**config.mk**
```make
export PLATFORM = sky130hd
export DESIGN_NAME = reg_share_arbiter
export DESIGN_NICKNAME = d
export VERILOG_FILES = /design/src/rtl/reg_arb_pkg.sv /design/src/rtl/rr_pick.sv /design/src/rtl/reg_share_arbiter.sv
export SDC_FILE = /design/constraint.sdc
export NUM_CORES = 1
export LEC_CHECK = 0
export BUFFER_PORTS_ARGS = -buffer_cell sky130_fd_sc_hd__buf_2
export CAP_MARGIN = 5
export CORE_MARGIN = 4
export CORE_UTILIZATION = 50
export DETAILED_ROUTE_END_ITERATION = 10
export GPL_ROUTABILITY_DRIVEN = 0
export PLACE_DENSITY = 0.79
export SYNTH_ARGS = -nofsm -noshare
export SYNTH_HDL_FRONTEND = slang
export SYNTH_SLANG_ARGS = --single-unit
```
**constraint.sdc**
```tcl
create_clock -name clk -period 2.4 [get_ports clk]
set_clock_uncertainty 0.2 [all_clocks]
set_input_delay 0.36 -clock clk [delete_from_list [all_inputs] [get_ports clk]]
set_output_delay 0.36 -clock clk [all_outputs]
set_load 0.005 [all_outputs]
```
**src/rtl/reg_arb_pkg.sv**
```systemverilog
// Shared types, default sizing and helpers for the shared-register arbiter.
package reg_arb_pkg;

    // Largest requester count the arbiter supports
    localparam int MAX_NREQ     = 8;

    // Default sizing used by the top level
    localparam int DEF_NREQ     = 4;
    localparam int DEF_WIDTH    = 4;
    localparam int DEF_MAX_HOLD = 3;

    // IDLE: no grant issued last cycle; OWNED: a requester holds the register
    typedef enum logic {
        IDLE  = 1'b0,
        OWNED = 1'b1
    } arb_state_t;

    // Turn a requester index into a one-hot vector sized for the largest supported arbiter
    function automatic logic [MAX_NREQ-1:0] onehot(input logic [2:0] idx);
        logic [MAX_NREQ-1:0] vec;
        vec = '0;
        vec[idx] = 1'b1;
        return vec;
    endfunction

endpackage

```
**src/rtl/rr_pick.sv**
```systemverilog
// Round-robin picker: finds the first set request bit at or after ptr, wrapping modulo NREQ.
module rr_pick #(
    parameter int NREQ = 4,
    parameter int IW   = 2
) (
    input  logic [NREQ-1:0] req,
    input  logic [IW-1:0]   ptr,
    output logic            found,
    output logic [IW-1:0]   idx
);

    // Scan from ptr upward; the first hit wins, later hits are ignored
    always_comb begin
        int cand;
        found = 1'b0;
        idx   = '0;
        cand  = 0;
        for (int k = 0; k < NREQ; k++) begin
            cand = int'(ptr) + k;
            if (cand >= NREQ) begin
                cand = cand - NREQ;
            end
            if (!found && req[cand]) begin
                found = 1'b1;
                idx   = IW'(cand);
            end
        end
    end

endmodule

```
**src/rtl/reg_share_arbiter.sv**
```systemverilog
// Round-robin arbiter sharing one WIDTH-bit register among NREQ requesters,
// with a bounded lock that lets the current owner keep the register for up to MAX_HOLD cycles.
module reg_share_arbiter
    import reg_arb_pkg::*;
#(
    parameter int NREQ     = DEF_NREQ,
    parameter int WIDTH    = DEF_WIDTH,
    parameter int MAX_HOLD = DEF_MAX_HOLD
) (
    input  logic                     clk,
    input  logic                     rst,
    input  logic [NREQ-1:0]          req,
    input  logic [NREQ-1:0]          lock,
    input  logic [NREQ*WIDTH-1:0]    wdata,
    output logic [NREQ-1:0]          gnt,
    output logic [WIDTH-1:0]         q,
    output logic                     q_valid,
    output logic [$clog2(NREQ)-1:0]  owner
);

    localparam int IW  = $clog2(NREQ);
    // Keep the hold counter at least one bit wide even when MAX_HOLD is 1
    localparam int HCW = (MAX_HOLD > 1) ? $clog2(MAX_HOLD) : 1;
    localparam logic [HCW-1:0] HOLD_LAST = HCW'(MAX_HOLD - 1);
    localparam logic [IW-1:0]  LAST_IDX  = IW'(NREQ - 1);

    arb_state_t      state;
    logic [IW-1:0]   ptr;
    logic [HCW-1:0]  hold_cnt;

    logic            rr_found;
    logic [IW-1:0]   rr_idx;
    logic            keep;
    logic            win_valid;
    logic [IW-1:0]   win_idx;

    rr_pick #(
        .NREQ (NREQ),
        .IW   (IW)
    ) u_rr_pick (
        .req   (req),
        .ptr   (ptr),
        .found (rr_found),
        .idx   (rr_idx)
    );

    // Decide this cycle's winner: a locking owner under its cap keeps the register, else round-robin
    always_comb begin
        keep      = (state == OWNED) && req[owner] && lock[owner] && (hold_cnt < HOLD_LAST);
        win_valid = keep || rr_found;
        win_idx   = keep ? owner : rr_idx;
    end

    // Register the winner's data, grant and bookkeeping; idle cycles hold q, owner and ptr
    always_ff @(posedge clk) begin
        if (rst) begin
            gnt      <= '0;
            q        <= '0;
            q_valid  <= 1'b0;
            owner    <= '0;
            ptr      <= '0;
            hold_cnt <= '0;
            state    <= IDLE;
        end else if (win_valid) begin
            q       <= wdata[int'(win_idx)*WIDTH +: WIDTH];
            gnt     <= NREQ'(onehot(3'(win_idx)));
            owner   <= win_idx;
            q_valid <= 1'b1;
            state   <= OWNED;
            if (keep) begin
                hold_cnt <= hold_cnt + 1'b1;
            end else begin
                hold_cnt <= '0;
                ptr      <= (win_idx == LAST_IDX) ? '0 : win_idx + 1'b1;
            end
        end else begin
            gnt      <= '0;
            q_valid  <= 1'b0;
            hold_cnt <= '0;
            state    <= IDLE;
        end
    end

endmodule

```
==> results by group, run 1 <==
Clock network
  • Clk buf depth: 2
  • Hold Buf Count CTS: 0
  • Worst-Skew Late Latency: 0.29 ns
  • CTS clk-pin slew, worst paths: 0.10 ns
  • CTS tree: built
  • Clock Root Buffer: clkbuf_4
  • Cts bufs inserted: 3
  • Clock sinks: 15
  • H-tree depth: 1

Yosys
  • Synth async-reset ratio: 0%
  • Primary FF master, synth: dfxtp_1
  • Net Count, Synth: 157
  • Commonest cells post-synth: dfxtp_1, inv_1, a21boi_0, o211ai_1
  • Mean Syn Cell Area: about 9 um^2
  • Most area-hungry cell type in the Yosys netlist: dfxtp_1
  • Seq/Total Area, Yosys: 25.9%
  • Count leader, synth: dfxtp_1
  • EDFF count, synth: 0
  • Cells after Synth: between 100 and 150
  • Synth top area share: 25.9%
  • Yosys cell types: 43
  • Synthesized flop and latch total: 15
  • YS warnings: 0
  • Area contributors post-synth: dfxtp_1, a221oi_1, o41ai_1, a21boi_0, o211ai_1
  • Mapped cell area: 0.00116 mm^2

Floorplan
  • Die Span Y: approximately 56 um
  • Core area: 0.00221 mm^2
  • Starting Density: about 52%
  • Die width: 56.2 um
  • Die area: 0.00315 mm^2
  • Core Rows: 17
  • # IOs: 37

Power and ir drop
  • P_leak: about 0.64 nW
  • P per Cell Area: around 700 mW/mm^2
  • Peak VDD IR: 0.453 mV

Route
  • First-pass iteration count of the detailed router: 4
  • DR WL/cell: 16.3 um
  • Antenna viol nets, final: 0
  • Vias per std cell: 6.44
  • Post-Route WL: roughly 3300 um
  • Iter 0 DRT Violations: 54
  • Remaining DRCs: 0
  • Via count: 1294

Timing
  • Setup TNS: 0 ns
  • Setup Viol. Count Final: 0
  • Slew headroom: 61.8%
  • Period minus WS final: 2.22 ns
  • Max Slew Vio Count: 0
  • Unrepaired setup endpoints after global routing: false
  • Final Hold Vio Count: 0
  • Tcrit/Tclk final: about 92%
  • Fmax: 0.451 GHz
  • Slew @ Worst Pin: approximately 0.57 ns

Setup path
  • Critical Path End Type: flip-flop
  • R2R Setup Slk: 0.18 ns
  • WP data required: 2.39 ns
  • CP Launch Type: flip-flop
  • Critical setup path kind: flip-flop to flip-flop
  • Critical path fanouts, max: 7
  • CP arrival: 2.20 ns

Global route
  • M2 GR Usage: 36.6%
  • First-pass GRT wire length: 5650 um
  • Met3 usage: approximately 4.4%
  • Total Routing Usage GR: 21.8%
  • Initial antenna violation count: 0
  • Global routing's busiest layer: met2
  • M1 GR Usage: between 20% and 30%
  • Largest net degree at the start of global routing: 14
  • GR Overflow Total: 0
  • Vias in the first global route: 1214

Finish
  • Design area: 0.00144 mm^2
  • Final nets: 202
  • Share of cells above drive strength 1: between 30% and 40%
  • Area grow syn2layout: 23.8%
  • Ant diodes: 0

Placed design
  • IO buf count: 36
  • Placed instance area: ~0.0014 mm^2
  • Dpl hpwl: between 2000 and 3000 um

Flow run
  • Max-cap violations: 0

Min path
  • Tightest Hold Check Type: primary input to flip-flop

Status
  • Status: completed
## where the power goes
| part | switching [mW] | total (mW) | internal (mW) |
|---|---|---|---|
| Clock | 0.0817 | 0.145 | 0.0633 |
| Combinational | 0.272 | 0.505 | 0.233 |
| Sequential | 0.0477 | 0.354 | 0.306 |
| Total | 0.401 | 1.00 | 0.603 |
## flip-flops by register name, indices dropped and copies added, names as in the netlist
signal / cells
hold_cnt: 2
state: 1
gnt: 4
owner: 2
q: 4
ptr: 2
## worst max-delay path, cell delays in order, from the launching register on
cell	delay, ns
dfxtp_2	0.40
and3b_1	0.24
or2_1	0.24
o41ai_2	0.40
nor2_1	0.13
ha_1	0.30
a311oi_1	0.21
## metal layers
metal,vias up,share of wire (%)
li1,606,-
met1,610,42
met2,72,50
met3,6,7.3
met4,0,1.4
met5,-,0
## final timing paths
path / from / cells after the start / endpoint
max: owner[1] / 6 / ptr[1]
max reg2reg: owner[1] / 6 / ptr[1]
min: rst / 2 / owner[1]
min reg2reg: hold_cnt[0] / 1 / hold_cnt[0]
## final cells by class
type | count | area (um^2)
fillers | 190 | 776
multi-input cells | 95 | 762
flip-flops and latches | 15 | 302
repair buffers | 47 | 263
inverters | 12 | 45.0
well taps | 28 | 35.0
clock buffers | 3 | 22.5
clock inverters | 1 | 7.51
## placed cells by master, fill, tap and decap left out, types with 2 or more instances in the layout
| cell | synthesis | routed |
|---|---|---|
| buf_2 | 3 | 36 |
| dfxtp_1 | 15 | 14 |
| inv_1 | 12 | 12 |
| buf_4 | 0 | 11 |
| a21boi_0 | 9 | 9 |
| o211ai_1 | 9 | 9 |
| o41ai_1 | 8 | 8 |
| a221oi_1 | 8 | 8 |
| nor2_1 | 5 | 5 |
| nand3b_1 | 4 | 4 |
| o221ai_1 | 4 | 4 |
| a21oi_1 | 4 | 4 |
| and3_1 | 3 | 3 |
| clkbuf_4 | 0 | 3 |
| and3b_1 | 2 | 2 |
| or2_1 | 2 | 2 |
| and2b_1 | 2 | 2 |
| nor2b_1 | 2 | 2 |
| nor3b_1 | 2 | 2 |
| nor3_4 | 2 | 2 |
| nand2_1 | 2 | 2 |
| o21bai_1 | 2 | 2 |
| nor4_2 | 2 | 2 |
| and2_1 | 2 | 2 |
| o21ai_0 | 2 | 2 |
| ha_1 | 2 | 2 |
## stage by stage
step | setup WS [ns] | total power [mW] | instances | utilization, % | hold slack (ns)
final | 0.184 | 1.00 | 201 | 64.9 | 0.184
after global routing | 0.0383 | 1.09 | 201 | 64.9 | 0.195
after CTS | 0.116 | 1.01 | 201 | 64.9 | 0.173
after detailed placement | 0.104 | 0.856 | 197 | 63.5 | 0.205
after global placement | 0.204 | 0.828 | 197 | 63.5 | 0.204
after floorplan | 0.257 | 0.671 | 129 | - | 0.191
## kinds of logic (layout without fill, tap and decap cells)
group / Yosys count / in the layout / share of synthesized area [%]
DFF: 15 / 15 / 25.9
and+or+nand+nor: 35 / 35 / 22.3
AOI/OAI and AO/OA: 57 / 57 / 40.3
buffers and inverters: 19 / 63 / 8.41
adders and majority gates: 2 / 2 / 2.16
muxes: 1 / 1 / 0.863
## timing repair
item                                    CTS  global route
gates resized for setup                   0             1
buffers inserted                          0             0
endpoints found under the setup margin    0             1
No activity file was read; power rests on OpenSTA's default activity.
==> inputs of run 2 (changes only) <==
--- a/config.mk
+++ b/config.mk
@@ -8,10 +8,10 @@
 export BUFFER_PORTS_ARGS = -buffer_cell sky130_fd_sc_hd__buf_2
 export CAP_MARGIN = 5
 export CORE_MARGIN = 4
-export CORE_UTILIZATION = 50
+export CORE_UTILIZATION = 54
 export DETAILED_ROUTE_END_ITERATION = 10
 export GPL_ROUTABILITY_DRIVEN = 0
-export PLACE_DENSITY = 0.79
+export PLACE_DENSITY = 0.84
 export SYNTH_ARGS = -nofsm -noshare
 export SYNTH_HDL_FRONTEND = slang
 export SYNTH_SLANG_ARGS = --single-unit
==> constraint.sdc (replaced) <==
create_clock -name clk -period 2.8 [get_ports clk]
set_clock_uncertainty 0.2 [all_clocks]
set_input_delay 0.42 -clock clk [delete_from_list [all_inputs] [get_ports clk]]
set_output_delay 0.42 -clock clk [all_outputs]
set_load 0.005 [all_outputs]
==> run 2 against run 1 <==
Via count is 3.3% lower. Cell count shrank 3.5%. Sequential cell count unchanged. Critical path depth unchanged. Sequential share of layout area grew 0.69 points. Combinational power is 20% lower. Register-to-register slack improved by 0.14 ns. Routed wire length down 2.5%. Non-clock buffer count down 6. Die area shrank 6.4%. Largest cell class unchanged. Highest routed layer unchanged.
==> results by group, run 2 (synthesis gave the netlist of run 1 again) <==
Status
  • Status: completed

Setup path
  • CP Launch Type: flip-flop
  • Critical setup path kind: flip-flop to flip-flop
  • Critical path fanouts, max: 7 (unchanged)
  • Launch point of the worst path: owner[1]
  • CP arrival: 2.47 ns (+0.27 ns)
  • R2R Setup Slk: 0.32 ns (+0.14 ns)
  • Critical Path End Type: flip-flop
  • R2r startpoint: owner[1]
  • WP data required: 2.79 ns (+0.40 ns)

Floorplan
  • Die Span Y: 54.3 um (-3.2%)
  • Starting Density: 57.9% (+5.5 points)
  • # IOs: 37 (unchanged)
  • Core area: 0.00200 mm^2 (-9.5%)
  • Core Rows: 16 (-1)
  • Die width: 54.3 um (-3.2%)
  • Die area: 0.00295 mm^2 (-6.4%)

Clock network
  • Hold Buf Count CTS: 0 (unchanged)
  • CTS tree: built
  • Clock sinks: 15 (unchanged)
  • Clk buf depth: 2 (unchanged)
  • Postcts setup bufs: 0 (unchanged)
  • H-tree depth: 1 (unchanged)
  • CTS clk-pin slew, worst paths: 0.08 ns (-0.02 ns)
  • Resized cells post-CTS: 0 (unchanged)
  • Clock Root Buffer: clkbuf_4
  • Cts bufs inserted: 3 (unchanged)
  • Worst-Skew Late Latency: 0.28 ns (about the same)

Route
  • Vias per std cell: 6.45 (+0.17%)
  • Via count: 1251 (-3.3%)
  • Iter 0 DRT Violations: 41 (-24%)
  • First-pass iteration count of the detailed router: 4 (unchanged)
  • Remaining DRCs: 0 (unchanged)
  • Post-Route WL: 3200 um (-2.5%)
  • DR WL/cell: 16.5 um (+1.0%)
  • Antenna viol nets, final: 0 (unchanged)

Flow run
  • Max-cap violations: 0 (unchanged)

Timing
  • Period minus WS final: 2.48 ns (+0.263 ns)
  • Max Slew Vio Count: 0 (unchanged)
  • Tcrit/Tclk final: 88.5% (-3.8 points)
  • Hold_ws: 0.218 ns (+0.0341 ns)
  • Final Hold Vio Count: 0 (unchanged)
  • Setup TNS: 0 ns (unchanged)
  • Setup Viol. Count Final: 0 (unchanged)
  • Fmax: 0.403 GHz (-11%)
  • Unrepaired setup endpoints after global routing: false
  • Slew @ Worst Pin: 0.598 ns (+0.0254 ns)
  • Slew headroom: 60.1% (-1.7 points)

Global route
  • Initial antenna violation count: 0 (unchanged)
  • GR Overflow Total: 0 (unchanged)
  • Largest net degree at the start of global routing: 16 (+2)
  • First-pass GRT wire length: 5270 um (-6.7%)
  • Total Routing Usage GR: 23.9% (+2.1 points)
  • Vias in the first global route: 1243 (+2.4%)

Min path
  • Tightest Hold Check Type: flip-flop to flip-flop
  • Min-delay src: hold_cnt[0]

Finish
  • Top Registers: gnt (4), q (4)
  • Filler cells: 170 (-11%)
  • Share of cells above drive strength 1: 32.3% (-3.5 points)
  • Area grow syn2layout: 19.4%
  • Ant diodes: 0 (unchanged)
  • Commonest cells after routing, fill and taps aside: buf_2, dfxtp_1, inv_1, a21boi_0, o211ai_1
  • Final nets: 196 (-3.0%)
  • Commonest non-fill, non-tap cell in the layout: buf_2

Placed design
  • IO buf count: 36 (unchanged)
  • Dpl hpwl: 2420 um (-5.7%)

Power and ir drop
  • Peak VDD IR: 0.559 mV (+23%)
  • P_leak: 0.610 nW (-4.5%)
  • P per Cell Area: 596 mW/mm^2 (-15%)
## run 2: area by class of cell
cell class	count	area, um^2	share of cell area, %
multi-input combinational	95	762	55.0
sequential	15	300	21.7
timing repair buffer	41	218	15.7
inverter	12	45.0	3.25
tap	27	33.8	2.44
clock buffer	4	26.3	1.90
## run 2: metrics by stage
step                cells  total power [mW]  utilization (%)  worst slack (ns)  area (um^2)
floorplan             129             0.575                -             0.657         1160
global placement      190             0.686             67.9             0.353         1360
CTS                   194             0.828             69.2             0.355         1390
detailed placement    190             0.704             67.9             0.270         1360
finish                194             0.825             69.2             0.321         1390
global route          194             0.890             69.2             0.248         1390
## run 2: final timing paths
check / endpoint / depth (start not counted)
max: ptr[1] / 6
min: hold_cnt[0] / 1
max reg2reg: ptr[1] / 6
min reg2reg: hold_cnt[0] / 1
## run 2: power breakdown
| part | switching [mW] | internal, mW |
|---|---|---|
| Sequential | 0.0407 | 0.262 |
| Clock | 0.0627 | 0.0553 |
| Combinational | 0.225 | 0.179 |
## run 2: critical path, cell delays in order (launching register included)
cell	delay, ns
dfxtp_1	0.48
and3b_1	0.26
or2_1	0.25
o41ai_2	0.45
nor2_1	0.21
ha_1	0.32
a311oi_1	0.22
## run 2: per-layer routing
layer,vias up,track usage [%],wire length (um)
li1,594,-,-
met1,596,28.9,1320
met2,53,40.4,1580
met3,8,5.99,225
met4,0,9.13,72
met5,-,0,0
==> inputs of run 3 (changes only) <==
--- a/config.mk
+++ b/config.mk
@@ -8,10 +8,11 @@
 export BUFFER_PORTS_ARGS = -buffer_cell sky130_fd_sc_hd__buf_2
 export CAP_MARGIN = 5
 export CORE_MARGIN = 4
-export CORE_UTILIZATION = 54
+export CORE_UTILIZATION = 50
 export DETAILED_ROUTE_END_ITERATION = 10
 export GPL_ROUTABILITY_DRIVEN = 0
-export PLACE_DENSITY = 0.84
+export PLACE_DENSITY = 0.83
 export SYNTH_ARGS = -nofsm -noshare
 export SYNTH_HDL_FRONTEND = slang
+export SYNTH_HIERARCHICAL = 1
 export SYNTH_SLANG_ARGS = --single-unit
==> run 3 against run 2 <==
Setup slack improved by 0.11 ns. Die area fell by 16%. Sequential share of layout area rose by 6.0 points. Maximum frequency rose by 4.6%. Via count fell by 30%. Register-to-register slack improved by 0.11 ns. Power fell by 11%. First-iteration DRC count fell by 49%. Sequential power barely moved. Sequential cell count did not move. Clock-buffer cell count fell by 1. Utilization fell by 0.30 points. Largest power group unchanged. Highest routed layer unchanged.
==> results by group, run 3 <==
Clock network
  • Resized cells post-CTS: 0 (unchanged)
  • Postcts setup bufs: 0 (unchanged)
  • Clk buf depth: 2 (unchanged)
  • Worst-Skew Late Latency: 0.29 ns (about the same)
  • CTS clk-pin slew, worst paths: 0.10 ns (+0.02 ns)
  • H-tree depth: 1 (unchanged)
  • Clock sinks: 15 (unchanged)
  • Cts bufs inserted: 3 (unchanged)
  • Clock Root Buffer: clkbuf_4
  • Hold Buf Count CTS: 0 (unchanged)
  • CTS tree: built

Yosys
  • Mean Syn Cell Area: 8.83 um^2 (-1.7%)
  • Cells after Synth: 99 (-23%)
  • Primary FF master, synth: dfxtp_1
  • Most area-hungry cell type in the Yosys netlist: dfxtp_1
  • Yosys cell types: 33 (-23%)
  • Seq/Total Area, Yosys: 34.3% (+8.4 points)
  • EDFF count, synth: 0 (unchanged)
  • Mapped cell area: 875 um^2 (-25%)
  • Commonest cells post-synth: dfxtp_1, inv_1, a2111oi_0, a21oi_1, nor2_1
  • Synth async-reset ratio: 0% (unchanged)
  • Synth top area share: 34.3% (+8.4 points)
  • Synthesized flop and latch total: 15 (unchanged)
  • Net Count, Synth: 129 (-18%)
  • YS warnings: 6 (+6)
  • Count leader, synth: dfxtp_1
  • Area contributors post-synth: dfxtp_1, a2111oi_0, ha_1, mux2i_1, a21oi_1

Power and ir drop
  • Pwr Total: 0.737 mW (-11%)
  • Peak VDD IR: 0.378 mV (-32%)
  • P per Cell Area: 679 mW/mm^2 (+14%)
  • P_leak: 0.514 nW (-16%)

Min path
  • Tightest Hold Check Type: flip-flop to flip-flop
  • Hold depth: 1 (unchanged)

Finish
  • Commonest cells after routing, fill and taps aside: buf_2, dfxtp_1, inv_1, a21oi_1, a2111oi_0
  • Area grow syn2layout: 24.2%
  • Share of cells above drive strength 1: 32.8% (+0.51 points)
  • Ant diodes: 0 (unchanged)
  • Commonest non-fill, non-tap cell in the layout: buf_2
  • Filler cells: 130 (-24%)
  • Final nets: 168 (-14%)
  • Top Registers: gnt (4), q (4)

Timing
  • Slew headroom: 71.6% (+12 points)
  • Unrepaired setup endpoints after global routing: false
  • Hold_ws: 0.223 ns (+0.00525 ns)
  • Tcrit/Tclk final: 84.6% (-3.9 points)
  • Fmax: 0.422 GHz (+4.6%)
  • Period minus WS final: 2.37 ns (-0.109 ns)
  • Final Hold Vio Count: 0 (unchanged)
  • Max Slew Vio Count: 0 (unchanged)
  • Setup Viol. Count Final: 0 (unchanged)
  • Slew @ Worst Pin: 0.416 ns (-0.182 ns)
  • Setup TNS: 0 ns (unchanged)

Placed design
  • IO buf count: 36 (unchanged)
  • Dpl hpwl: 1670 um (-31%)

Route
  • Antenna viol nets, final: 0 (unchanged)
  • Vias per std cell: 5.75 (-11%)
  • Remaining DRCs: 0 (unchanged)
  • Post-Route WL: 2120 um (-34%)
  • Iter 0 DRT Violations: 21 (-49%)
  • Via count: 879 (-30%)
  • DR WL/cell: 13.8 um (-16%)
  • First-pass iteration count of the detailed router: 4 (unchanged)

Global route
  • Vias in the first global route: 779 (-37%)
  • Total Routing Usage GR: 17.9% (-6.0 points)
  • Initial antenna violation count: 0 (unchanged)
  • First-pass GRT wire length: 3420 um (-35%)
  • GR Overflow Total: 0 (unchanged)
  • Largest net degree at the start of global routing: 15 (-1)

Floorplan
  • Core area: 0.00158 mm^2 (-21%)
  • Starting Density: 55.5% (-2.5 points)
  • Die width: 49.8 um (-8.3%)
  • Core Rows: 14 (-2)
  • Die Span Y: 49.8 um (-8.3%)
  • # IOs: 37 (unchanged)
  • Die area: 0.00248 mm^2 (-16%)

Setup path
  • Critical Path End Type: flip-flop
  • CP endpoint: q[0]
  • R2R Setup Slk: 0.43 ns (+0.11 ns)
  • Max incr delay on CP: 0.49 ns (about the same)
  • Worst R2R End: q[0]
  • CP Launch Type: flip-flop
  • Critical path fanouts, max: 12 (+5)
  • CP Cell Sequence: nand4b_1 > a21oi_2 > or2_1 > a2111oi_0 > a2111oi_0
  • WP data required: 2.75 ns (-0.04 ns)
  • Most used cell, CP: a2111oi_0
  • CP arrival: 2.32 ns (-0.15 ns)
  • Launch point of the worst path: owner[1]
  • R2r startpoint: owner[1]
  • Reg2Reg Depth: 5 (-1)
  • Slowest cell on crit path: dfxtp_1
  • Critical setup path kind: flip-flop to flip-flop

Status
  • Status: completed

Flow run
  • Max-cap violations: 0 (unchanged)
run 3: changes by cell type after synthesis, moves of 3 or more:
cell / before / now
o41ai_1: 8 / 0
a21oi_1: 4 / 8
and3_1: 3 / 0
o221ai_1: 4 / 1
nand3b_1: 4 / 1
a221oi_1: 8 / 0
mux2i_1: 1 / 5
a2111oi_0: 0 / 8
a21boi_0: 9 / 0
nor3b_1: 2 / 5
o211ai_1: 9 / 2
run 3: area by class of cell:
| cell class | count | area (um^2) | share of cell area, % |
|---|---|---|---|
| clock buffers | 3 | 22.5 | 2.07 |
| clock inverters | 1 | 5.00 | 0.461 |
| inverters | 11 | 41.3 | 3.80 |
| multi-input cells | 69 | 502 | 46.2 |
| flip-flops and latches | 15 | 300 | 27.6 |
| well taps | 16 | 20.0 | 1.84 |
| repair buffers | 38 | 195 | 18.0 |
run 3: metal layers:
| metal | vias up | share of wire (%) | GRT usage (%) |
|---|---|---|---|
| met2 | 19 | 52 | 29.7 |
| li1 | 438 | - | - |
| met3 | 2 | 4.7 | 6.63 |
| met5 | - | 0 | 0 |
| met1 | 420 | 43 | 21.8 |
| met4 | 0 | 0.47 | 4.15 |
run 3: cells by family after synthesis:
logic type               after synthesis  synth area share (%)
buffers and inverters                 15                  8.30
AND/OR/NAND/NOR                       31                  21.2
flip-flops                            15                  34.3
AO/OA/AOI/OAI                         29                  24.7
multiplexers                           5                  5.72
adder cells (fa/ha/maj)                4                  5.72
run 3: worst max-delay path: cells and delay by family (launching register included):
kind | cells | cell delay [ns]
and+or+nand+nor | 2 | 0.63
DFF | 1 | 0.49
AOI/OAI and AO/OA | 3 | 0.90
run 3: per-stage QoR:
stage | util (%) | worst slack, ns | instances | area, um^2
2_1_floorplan | - | 0.594 | 99 | 875
3_3_place_gp | 67.1 | 0.318 | 149 | 1060
3_5_place_dp | 67.1 | 0.277 | 149 | 1060
4_1_cts | 68.9 | 0.448 | 153 | 1090
5_1_grt | 68.9 | 0.281 | 153 | 1090
6_report | 68.9 | 0.430 | 153 | 1090
run 3: how the worst min path moves through the flow:
stage | start | to | slack, ns
after floorplan | hold_cnt[0] | hold_cnt[0] | 0.19
after global placement | hold_cnt[0] | hold_cnt[0] | 0.20
after detailed placement | hold_cnt[0] | hold_cnt[0] | 0.22
after CTS | rst | ptr[0] | 0.22
after global routing | rst | ptr[0] | 0.25
final | hold_cnt[0] | hold_cnt[0] | 0.22
run 3: power by group:
part           leakage, nW  total, mW  switching [mW]  internal (mW)
logic                0.372      0.311           0.165          0.145
clock network       0.0177      0.126          0.0731         0.0532
registers            0.124      0.301          0.0371          0.263
